$ cat src/rtl/fifo_row_packer.sv
// Packs a 4-bit nibble stream into row words and buffers completed rows in a
// 2-entry valid/ready output queue; nibbles arriving with no room are dropped and flagged.
module fifo_row_packer #(
  parameter int NIBBLES_PER_ROW = 8,  // legal range 2..16
  parameter int CNT_W           = 16
) (
  input  logic                         CLK,
  input  logic                         RST,
  input  logic                         in_valid,
  input  logic [3:0]                   in_data,
  output logic                         in_ready,
  input  logic                         flush,
  input  logic                         clr_ovf,
  output logic                         out_valid,
  input  logic                         out_ready,
  output logic [4*NIBBLES_PER_ROW-1:0] out_data,
  output logic [4:0]                   out_nibbles,
  output logic                         overflow,
  output logic [CNT_W-1:0]             row_count
);

  localparam int         W    = 4 * NIBBLES_PER_ROW;
  localparam logic [4:0] LAST = 5'(NIBBLES_PER_ROW - 1);

  logic [4:0]       r_nib_idx;
  logic [W-1:0]     r_acc;
  logic [W-1:0]     r_q_data [2];
  logic [4:0]       r_q_nib  [2];
  logic             r_head;
  logic [1:0]       r_q_count;
  logic             r_overflow;
  logic [CNT_W-1:0] r_row_count;

  logic         w_accept;
  logic         w_drop;
  logic         w_pop;
  logic         w_row_done;
  logic         w_flush_ok;
  logic         w_push;
  logic         w_tail;
  logic [W-1:0] w_acc_next;
  logic [4:0]   w_push_nib;

  // Only one slot must be free to finish a row, so in_ready never looks at out_ready.
  assign in_ready   = (r_nib_idx != LAST) || (r_q_count != 2'd2);
  assign w_accept   = in_valid && in_ready;
  assign w_drop     = in_valid && !in_ready;
  assign out_valid  = (r_q_count != 2'd0);
  assign w_pop      = out_valid && out_ready;
  assign w_row_done = w_accept && (r_nib_idx == LAST);
  assign w_flush_ok = flush && (r_nib_idx != 5'd0) && (r_q_count != 2'd2);
  assign w_push     = w_row_done || w_flush_ok;
  assign w_tail     = r_head ^ r_q_count[0];

  always_comb begin
    w_acc_next = r_acc;
    if (w_accept) w_acc_next[4*r_nib_idx +: 4] = in_data;
    w_push_nib = w_accept ? (r_nib_idx + 5'd1) : r_nib_idx;
  end

  always_ff @(posedge CLK) begin
    if (RST) begin
      r_nib_idx   <= '0;
      r_acc       <= '0;
      r_head      <= 1'b0;
      r_q_count   <= 2'd0;
      r_overflow  <= 1'b0;
      r_row_count <= '0;
    end else begin
      if (w_push) begin
        r_nib_idx <= '0;
        r_acc     <= '0;
      end else if (w_accept) begin
        r_nib_idx <= r_nib_idx + 5'd1;
        r_acc     <= w_acc_next;
      end

      case ({w_push, w_pop})
        2'b10:   r_q_count <= r_q_count + 2'd1;
        2'b01:   r_q_count <= r_q_count - 2'd1;
        default: r_q_count <= r_q_count;
      endcase

      if (w_pop) begin
        r_head      <= ~r_head;
        r_row_count <= r_row_count + 1'b1;
      end

      if (w_drop)       r_overflow <= 1'b1;
      else if (clr_ovf) r_overflow <= 1'b0;
    end
  end

  // NOTE: queue storage has no reset; r_q_count gates every read, so stale entries never escape.
  always_ff @(posedge CLK) begin
    if (w_push) begin
      r_q_data[w_tail] <= w_acc_next;
      r_q_nib[w_tail]  <= w_push_nib;
    end
  end

  assign out_data    = out_valid ? r_q_data[r_head] : '0;
  assign out_nibbles = out_valid ? r_q_nib[r_head]  : 5'd0;
  assign overflow    = r_overflow;
  assign row_count   = r_row_count;

  a_no_push_when_full: assert property (@(posedge CLK) disable iff (RST)
    !(w_push && (r_q_count == 2'd2)));

endmodule

$ cat config.mk
export PLATFORM = sky130hd
export DESIGN_NAME = fifo_row_packer
export DESIGN_NICKNAME = d
export VERILOG_FILES = /design/src/rtl/fifo_row_packer.sv
export SDC_FILE = /design/constraint.sdc
export NUM_CORES = 1
export LEC_CHECK = 0
export ABC_AREA = 1
export BUFFER_PORTS_ARGS = -buffer_cell sky130_fd_sc_hd__buf_2
export CORE_MARGIN = 10
export CORE_UTILIZATION = 30
export DETAILED_ROUTE_END_ITERATION = 8
export GPL_ROUTABILITY_DRIVEN = 0
export HOLD_SLACK_MARGIN = 0.12
export PLACE_DENSITY_LB_ADDON = 0.15
export REMOVE_ABC_BUFFERS = 1
export SLEW_MARGIN = 20
export SYNTH_ARGS = -nofsm -noshare
export SYNTH_HDL_FRONTEND = slang
export SYNTH_SLANG_ARGS = --single-unit
$ cat constraint.sdc
create_clock -name CLK -period 4.1 [get_ports CLK]
set_input_delay 0.205 -clock CLK [delete_from_list [all_inputs] [get_ports CLK]]
set_output_delay 0.205 -clock CLK [all_outputs]
set_load 0.02 [all_outputs]
Yosys cells after proc, flatten, opt, wreduce, memory -nomap -nowiden
Memories as Yosys holds them, arrays and structs flattened. A register that Yosys moved wholly into a read port is not among the register bits.
Index checks and enable logic that the tools add are counted.
Cells by class
  muxes and demuxes: 14
  equality and inequality tests: 5
  bitwise gates (word level): 2
  shift-type cells: 2
  add/subtract/negate cells: 5
  reduce and logical (&&, ||, !) cells: 14
Operator list (count)
  two-way mux 32 bit: 2
  negator 7 -> 34 bit: 1
  variable shift 4 x 34 -> 32 bit (first input constant): 1
  indexed part select 4 x 34 -> 32 bit: 1
  bitwise mux 32 bit: 1
  adder 16 x 1 -> 16 bit (second input constant): 1
  two-way mux 5 bit: 2
  two-way mux 1 bit: 8
  logical AND 1 bit: 6
  nonzero test 2 bit: 3
  adder 5 x 1 -> 5 bit (second input constant): 1
  equality test 5 x 3 -> 1 bit (second input constant): 1
  != test 5 x 3 -> 1 bit (second input constant): 1
  nonzero test 5 bit: 1
  case mux 2 bit (2 select lines): 1
  adder 2 x 1 -> 2 bit (second input constant): 1
  equality test 2 x 1 -> 1 bit (second input constant): 1
  equality test 2 bit (second input constant): 1
  logical OR 1 bit: 2
  != test 2 bit (second input constant): 1
  OR reduction 2 bit: 1
  subtractor 2 x 1 -> 2 bit (second input constant): 1
  zero test 1 bit: 1
  inverter 1 bit: 1
  XOR 1 bit: 1
Storage, ports and cells
  memory bits (writable): 74
  memories: 2
  flip-flop bits (word level): 57
  input bits: 10
Memories
  r_q_data: depth 2, bits a word 32, read ports 1, clocked after Yosys merged registers in 1, wr ports 1, RTL line 27  | logic [W-1:0] r_q_data [2];
  r_q_nib: depth 2, bits a word 5, read ports 1, clocked after Yosys merged registers in 1, wr ports 1, RTL line 28  | logic [4:0] r_q_nib [2];

Longest topological paths before layout
Gate-level depths: netlist of the first run.
  word-level depth: 7
  mapped depth: 15
  gate-level depth less buffers: 15

Worst setup path before layout of the first run
No wires, ideal clock.
  path kind: reg2reg
  from: reg r_nib_idx[0]
  to: mem r_q_data[0][0] (netlist name) (enable)
  stages on the path, launching flop included: 11
  slack: 0.734 ns
  setup time: 0.431 ns
  buffers on the path: 0
  data arrival time: 2.935 ns
  clock period less this slack: 3.366 ns
  cell sequence: dfxtp_1 inv_2 ha_1 inv_1 nor2_1 inv_1 nor2_1 ha_1 o22ai_1 inv_2 nor2_1
On the way
  cells in the longest elaborated chain, start to end: 7
RTL lines
  from (decl): RTL line 25  | logic [4:0] r_nib_idx;
  from (signal assigned): RTL line 74  | r_nib_idx <= r_nib_idx + 5'd1;
  != test 5 x 3 -> 1 bit: RTL line 45  | assign in_ready = (r_nib_idx != LAST) || (r_q_count != 2'd2);
  logical OR 1 bit: RTL line 45
  logical AND 1 bit: RTL line 46  | assign w_accept = in_valid && in_ready;
  logical AND 1 bit: RTL line 50  | assign w_row_done = w_accept && (r_nib_idx == LAST);
  logical OR 1 bit (*): RTL line 52  | assign w_push = w_row_done || w_flush_ok;
  two-way mux 1 bit (*): RTL line 96  | if (w_push) begin
  two-way mux 1 bit (not written as such) (*): RTL line 97  | r_q_data[w_tail] <= w_acc_next;
  to (decl): RTL line 27
Mark *: on every way between the ends. The rest lies on a longest branch, timed or not.

Worst setup path after layout of the first run
  from: reg r_nib_idx[0]
  to: mem r_q_nib[1][2] (enable)
On the way
  cells in the longest elaborated chain, start to end: 7
RTL lines
  != test 5 x 3 -> 1 bit: RTL line 45
  logical OR 1 bit: RTL line 45
  logical AND 1 bit: RTL line 46
  logical AND 1 bit: RTL line 50
  logical OR 1 bit (*): RTL line 52
  two-way mux 1 bit (*): RTL line 96
  two-way mux 1 bit (not written as such) (*): RTL line 98  | r_q_nib[w_tail] <= w_push_nib;
  to (decl): RTL line 28
Marked as above.

==> results of run 1 <==
-- logic make-up (layout without fill, tap and decap cells) --
group | after synthesis | after routing | share of synthesized area [%]
simple gates | 297 | 297 | 22.57
flops | 132 | 132 | 59.25
buf+inv | 115 | 199 | 7.953
compound gates | 90 | 90 | 7.997
fa+ha+maj | 6 | 6 | 1.315
xor+xnor | 6 | 6 | 0.9202
-- what timing repair did --
action / CTS / global route
setup buffers: 0 / 0
endpoints found under the hold margin: 6 / 0
hold buffers: 3 / 0
setup endpoints to repair: 0 / 0
-- placed cells by master, fill, tap and decap left out, drive strengths merged, types with 2 or more instances in the layout --
cell type,synthesis,final
nand3,18,18
nor3,4,4
clkbuf,10,23
inv,95,95
xor2,5,5
dfxtp,58,58
nand2,175,175
ha,6,6
a21oi,63,63
o21ai,24,24
clkinv,0,6
edfxtp,74,74
buf,10,69
nand4,23,23
dlygate4sd3,0,3
clkinvlp,0,2
nor2,72,72
-- flip-flops by register name, summed over array words and instances, names as in the netlist, named ones only --
name and flops:
row_count 16, r_q_data 64, r_q_count 2, overflow 1
r_nib_idx 5, r_head 1, r_q_nib 10, r_acc 32
-- critical path: stages, from the launching register on --
cell     delay (ns)
dfxtp_1        0.50
inv_2          0.11
ha_1           0.22
inv_1          0.07
nor2_1         0.06
inv_1          0.09
nor2_1         0.06
ha_1           0.20
o22ai_1        0.20
inv_2          0.11
nor2_4         0.47
buf_4          0.40
-- area by class of cell --
cell class                 instances  share of cell area (%)
inverter                          95                   5.183
clock inverter                     9                   1.109
sequential                       132                   49.17
multi-input combinational        399                   27.44
timing repair buffer              72                   5.601
clock buffer                      23                   7.238
tap                              234                   4.255
-- metal layers --
| metal | up-vias | global-route usage [%] | routed length (µm) |
|---|---|---|---|
| met5 | - | 0 | 0 |
| met4 | 0 | 4.543 | 230 |
| met3 | 19 | 3.881 | 769 |
| met2 | 84 | 17.79 | 5985 |
| met1 | 2008 | 13.07 | 6085 |
| li1 | 2237 | - | - |
-- through the flow --
| step | util (%) | std cells | power (W) | instance area (µm²) |
|---|---|---|---|---|
| after floorplan | - | 626 | 0.002233 | 5613 |
| after global placement | 33.55 | 929 | 0.002608 | 6276 |
| after detailed placement | 33.55 | 929 | 0.002620 | 6276 |
| after CTS | 36.78 | 964 | 0.004073 | 6880 |
| after global routing | 36.78 | 964 | 0.004243 | 6880 |
| final | 36.78 | 964 | 0.003999 | 6880 |
-- power by group --
| part | leakage, nW | switching (W) | internal, W |
|---|---|---|---|
| clock network | 0.280 | 0.000531 | 0.000906 |
| logic | 1.68 | 0.000731 | 0.000262 |
| registers | 1.14 | 0.0000486 | 0.00152 |
-- path summary, 6_finish.rpt --
kind	depth (start not counted)	start	endpoint
setup / recovery	11	r_nib_idx[0]	r_q_nib[1][2]
hold / removal	4	out_ready	row_count[15]
setup reg to reg	11	r_nib_idx[0]	r_q_nib[1][2]
hold reg to reg	2	r_acc[0]	r_acc[0]
==> metrics.cfg, run 1 <==
[final_layout]
fin_nets=733
multi_input_area_um2=1888
final.fill_count=1922
syn2layout_area_growth_pct=20.49
drive_gt1_share_pct=16.03
seq_area_um2=3383
n_antenna_cell=0

[route]
drt_drc_violations_left=0
drt_iter0_drc=208
totalWireLength_mm=13.07
wl_per_cell_um=13.56
vias_per_cell=4.510
antenna_left=0
via_count=4348
dr.pass1.iters=4

[clock_network]
insertion_delay_ns=0.42
cts.sinks=132
tritoncts=done
clk_path_buf_depth=2
clk_pin_slew_ns=0.06
numCtsBuffers=17
cts_resized=0
h-tree-depth=4
clockRootBuffer=clkbuf_16

[global_route]
grt_max_degree=39
grt_pass1_vias=4313
grt_use_total_pct=11.02
grt.overflow.total=0
antenna_found_initial=0
grt_pass1_wl_mm=21.54

[timing]
fmax_mhz=350.2
hold_viol=0
finalCritPeriodShare_pct=69.64
finalMaxSlewViolations=0
final.min_clock_period_ns=2.855
fin_skew_ns=0.01324
setup_ws_ns=1.245
maxSlewHeadroom_pct=50.33
fin_setup_tns_ns=0
max_slew.worst_pin.slew_ns=0.7424
hold_ws_ns=0.1457
setup_viol=0
rsz0062_at_grt=no

[synth]
synth_area_leaders=edfxtp_1, dfxtp_1, nand2_1, inv_1, a21oi_1
synth_flop_cell=edfxtp_1
synth_sequential_area_ratio_pct=59.25
synthCells=646
syn_avg_cell_area_um2=8.840
synthDistinctLibCells=34
yosysWarnings=0
synth_top_area_share_pct=38.91
ys_ff_latch=132
syn-cell-area_um2=5710
synth_area_leader_cell=edfxtp_1
synthTopCellsByCount=nand2_1, inv_1, edfxtp_1, nor2_1, a21oi_1
synth.most_common_cell=nand2_1
async_reset_ff_share_pct=0
synth-edff-count=74

[placed_design]
portBuffers=65
place_ws_ns=1.237
dpl.hpwl_mm=9.030

[floorplan]
die-area_um2=24950
core_area_um2=18710
fp.dieH_um=158.0
die_w_um=158.0
io_pins=66
start_util_pct=30.53
rows=50

[power]
peakVddDrop_mv=0.3224
power.density_nw_per_um2=581.1
leakage_nw=3.101

[setup_path]
reg2reg_slack_ns=1.24
crit_path_max_fanout=20
crit_path_start_kind=register
cp-end-kind=register
critPathRequiredTime_ns=4.18
critPathKind=reg -> reg
worst-endpoint-arrival_ns=2.94

[hold_path]
holdCritPathClass=in -> reg

[job]
max_cap_viol_count=0

[status]
status=complete, no violations

No activity file was read; power rests on OpenSTA's default activity.
==> inputs of run 2 (changes only) <==
Settings changed: ABC_AREA 1 to 0.
Clock period 4.1 ns to 2.4 ns, I/O delays scaled along.
==> run 2 against run 1 <==
The run now ends with negative setup slack left. Non-clock buffer count increased by 69. Clock-buffer cell count shrank 5. Sequential share of layout area down 8.3 points. Largest cell class unchanged. Critical endpoint is now r_q_data[1][2]. Synthesized cell count decreased by 18%. Via count increased by 3.0%. Worst hold slack better by 0.018 ns. Critical path depth unchanged. Cell count is 3.0% lower.
==> metrics.cfg, run 2 <==
[timing]
hold_ws_ns=0.1633
max_slew.worst_pin.slew_ns=0.7987
setup_ws_ns=-0.07095
fin_skew_ns=0.009680
maxSlewHeadroom_pct=46.19
finalMaxSlewViolations=0
fmax_mhz=404.7
rsz0062_at_grt=yes
final.min_clock_period_ns=2.471
hold_viol=0
setup_viol=13
finalCritPeriodShare_pct=103.0

[route]
m1WireLength_mm=6.975
vias_per_cell=4.789
wl_per_cell_um=16.36
dr.pass1.iters=4
totalWireLength_mm=15.29
antenna_left=0
wl_met2_mm=7.294
top_layer=met5
drt_iter0_drc=158
drt_drc_violations_left=0
wl_met3_um=640
via_count=4478

[final_layout]
final_common_cell=edfxtp_1
fin_nets=668
multi_input_area_um2=2879
stdcell_count=935
syn2layout_area_growth_pct=33.99
final_cell_mix=edfxtp_1, mux2i_1, buf_2, buf_4, nor2_1
seq_area_um2=3387
largest_reg_flops=64
n_antenna_cell=0
final.fill_count=1942
drive_gt1_share_pct=36.24
fin_util_pct=40.93
top_register=r_q_data

[floorplan]
die_w_um=163.5
core_area_um2=20230
fp.dieH_um=163.5
die-area_um2=26740
start_util_pct=30.55
io_pins=66
rows=52

[power]
peakVddDrop_mv=0.5809
power.density_nw_per_um2=909.8
total_power_w=0.007535
leakage_nw=3.191

[setup_path]
crit_path_start_kind=register
critPathKind=reg -> reg
worst-endpoint-arrival_ns=2.63
critPathRequiredTime_ns=2.56
cp-end-kind=register
r2r_cells=11
crit_path_max_fanout=5

[synth]
synth.most_common_cell=edfxtp_1
synth_area_leader_cell=edfxtp_1
synth-simple-area-share_pct=11.44
synth_area_leaders=edfxtp_1, dfxtp_1, mux2i_1, o211ai_1, mux2_2
yosysWarnings=0
synthTopCellsByCount=edfxtp_1, mux2i_1, dfxtp_1, nor2_1, o211ai_1
synth_flop_cell=edfxtp_1
synthMuxAreaShare_pct=17.19
synth-edff-count=74
synth_sequential_area_ratio_pct=54.74
synth_fa_ha_area_share_pct=1.215
synth-xor-area-share_pct=2.409
synth_top_family_by_area=multiplexers
synthCells=527
syn_avg_cell_area_um2=11.73
synthDistinctLibCells=48
ys_ff_latch=132
synth_top_area_share_pct=35.95
syn-cell-area_um2=6181
async_reset_ff_share_pct=0
synth_compound_area_share_pct=9.980

[status]
status=finished, violations left
violations=negative setup slack

[clock_network]
tritoncts=done
clk_path_buf_depth=2
cts.sinks=132
numCtsBuffers=17
insertion_delay_ns=0.42
clockRootBuffer=clkbuf_16
clk_pin_slew_ns=0.05
h-tree-depth=4

[hold_path]
whs_path_depth=3
holdCritPathClass=in -> reg

[placed_design]
place_inst=875
portBuffers=65
dpl.hpwl_mm=10.22

[global_route]
antenna_found_initial=1
grt_max_degree=49
grt.overflow.total=0
grt_pass1_wl_mm=24.56
grt_use_total_pct=11.56
grt_pass1_vias=4561

[job]
max_cap_viol_count=0

==> run 2: worst paths after layout <==
kind	slack [ns]	start	endpoint
max reg2reg	-0.07	r_nib_idx[0]	r_q_data[1][2]
min reg2reg	0.50	r_acc[20]	r_acc[20]
min	0.16	RST	register
max	-0.07	r_nib_idx[0]	r_q_data[1][2]
==> run 2: per-stage QoR <==
step           cell area [µm²]  setup WS [ns]  TNS, ns
3_5_place_dp              7188        -0.3614   -11.55
6_report                  8282       -0.07095  -0.5262
2_1_floorplan             6046         -2.139  -231.71
3_3_place_gp              7188        -0.2917   -9.323
5_1_grt                   8282        -0.1523   -4.522
4_1_cts                   8019        -0.1804   -2.358
==> run 2: routing by layer <==
| layer | global-route usage [%] | vias up |
|---|---|---|
| met5 | 0 | - |
| met4 | 4.793 | 2 |
| met3 | 3.322 | 25 |
| met2 | 18.36 | 77 |
| met1 | 14.42 | 2175 |
| li1 | - | 2199 |
==> run 2: layout make-up <==
cell class / instances / area share (%)
tap: 270 / 4.079
timing repair buffer: 141 / 12.22
clock inverter: 14 / 2.221
sequential: 132 / 40.90
inverter: 14 / 0.6345
clock buffer: 18 / 5.182
multi-input combinational: 346 / 34.76
==> run 2: timing repair <==
item | 4_1_cts | 5_1_grt
buffers inserted | 6 | 21
gates cloned | 0 | 0
pin swaps | 8 | 8
hold endpoints to repair | 2 | 0
hold buffers | 3 | 0
setup endpoints to repair | 68 | 70
gates resized for setup | 38 | 26
==> run 2: worst max-delay path: stages (launching register included) <==
cell and delay (ns):
dfxtp_2 0.32, inv_2 0.06, ha_4 0.13, nor2b_4 0.16, nand2b_4 0.06, inv_2 0.06
ha_4 0.19, nand2b_4 0.13, or4_4 0.42, a211oi_4 0.21, buf_6 0.16, mux2_4 0.31
==> run 2: cells by family (layout without fill, tap and decap cells) <==
logic type,after synthesis,after routing
compound gates,84,84
xor+xnor,17,17
fa+ha+maj,6,6
buf+inv,49,187
flops,132,132
mux,102,102
simple gates,137,137
==> run 2: report_power, final <==
group          internal (W)  switching (W)
registers           0.00261       0.000105
logic              0.000809        0.00132
clock network       0.00173       0.000961
total               0.00515        0.00239
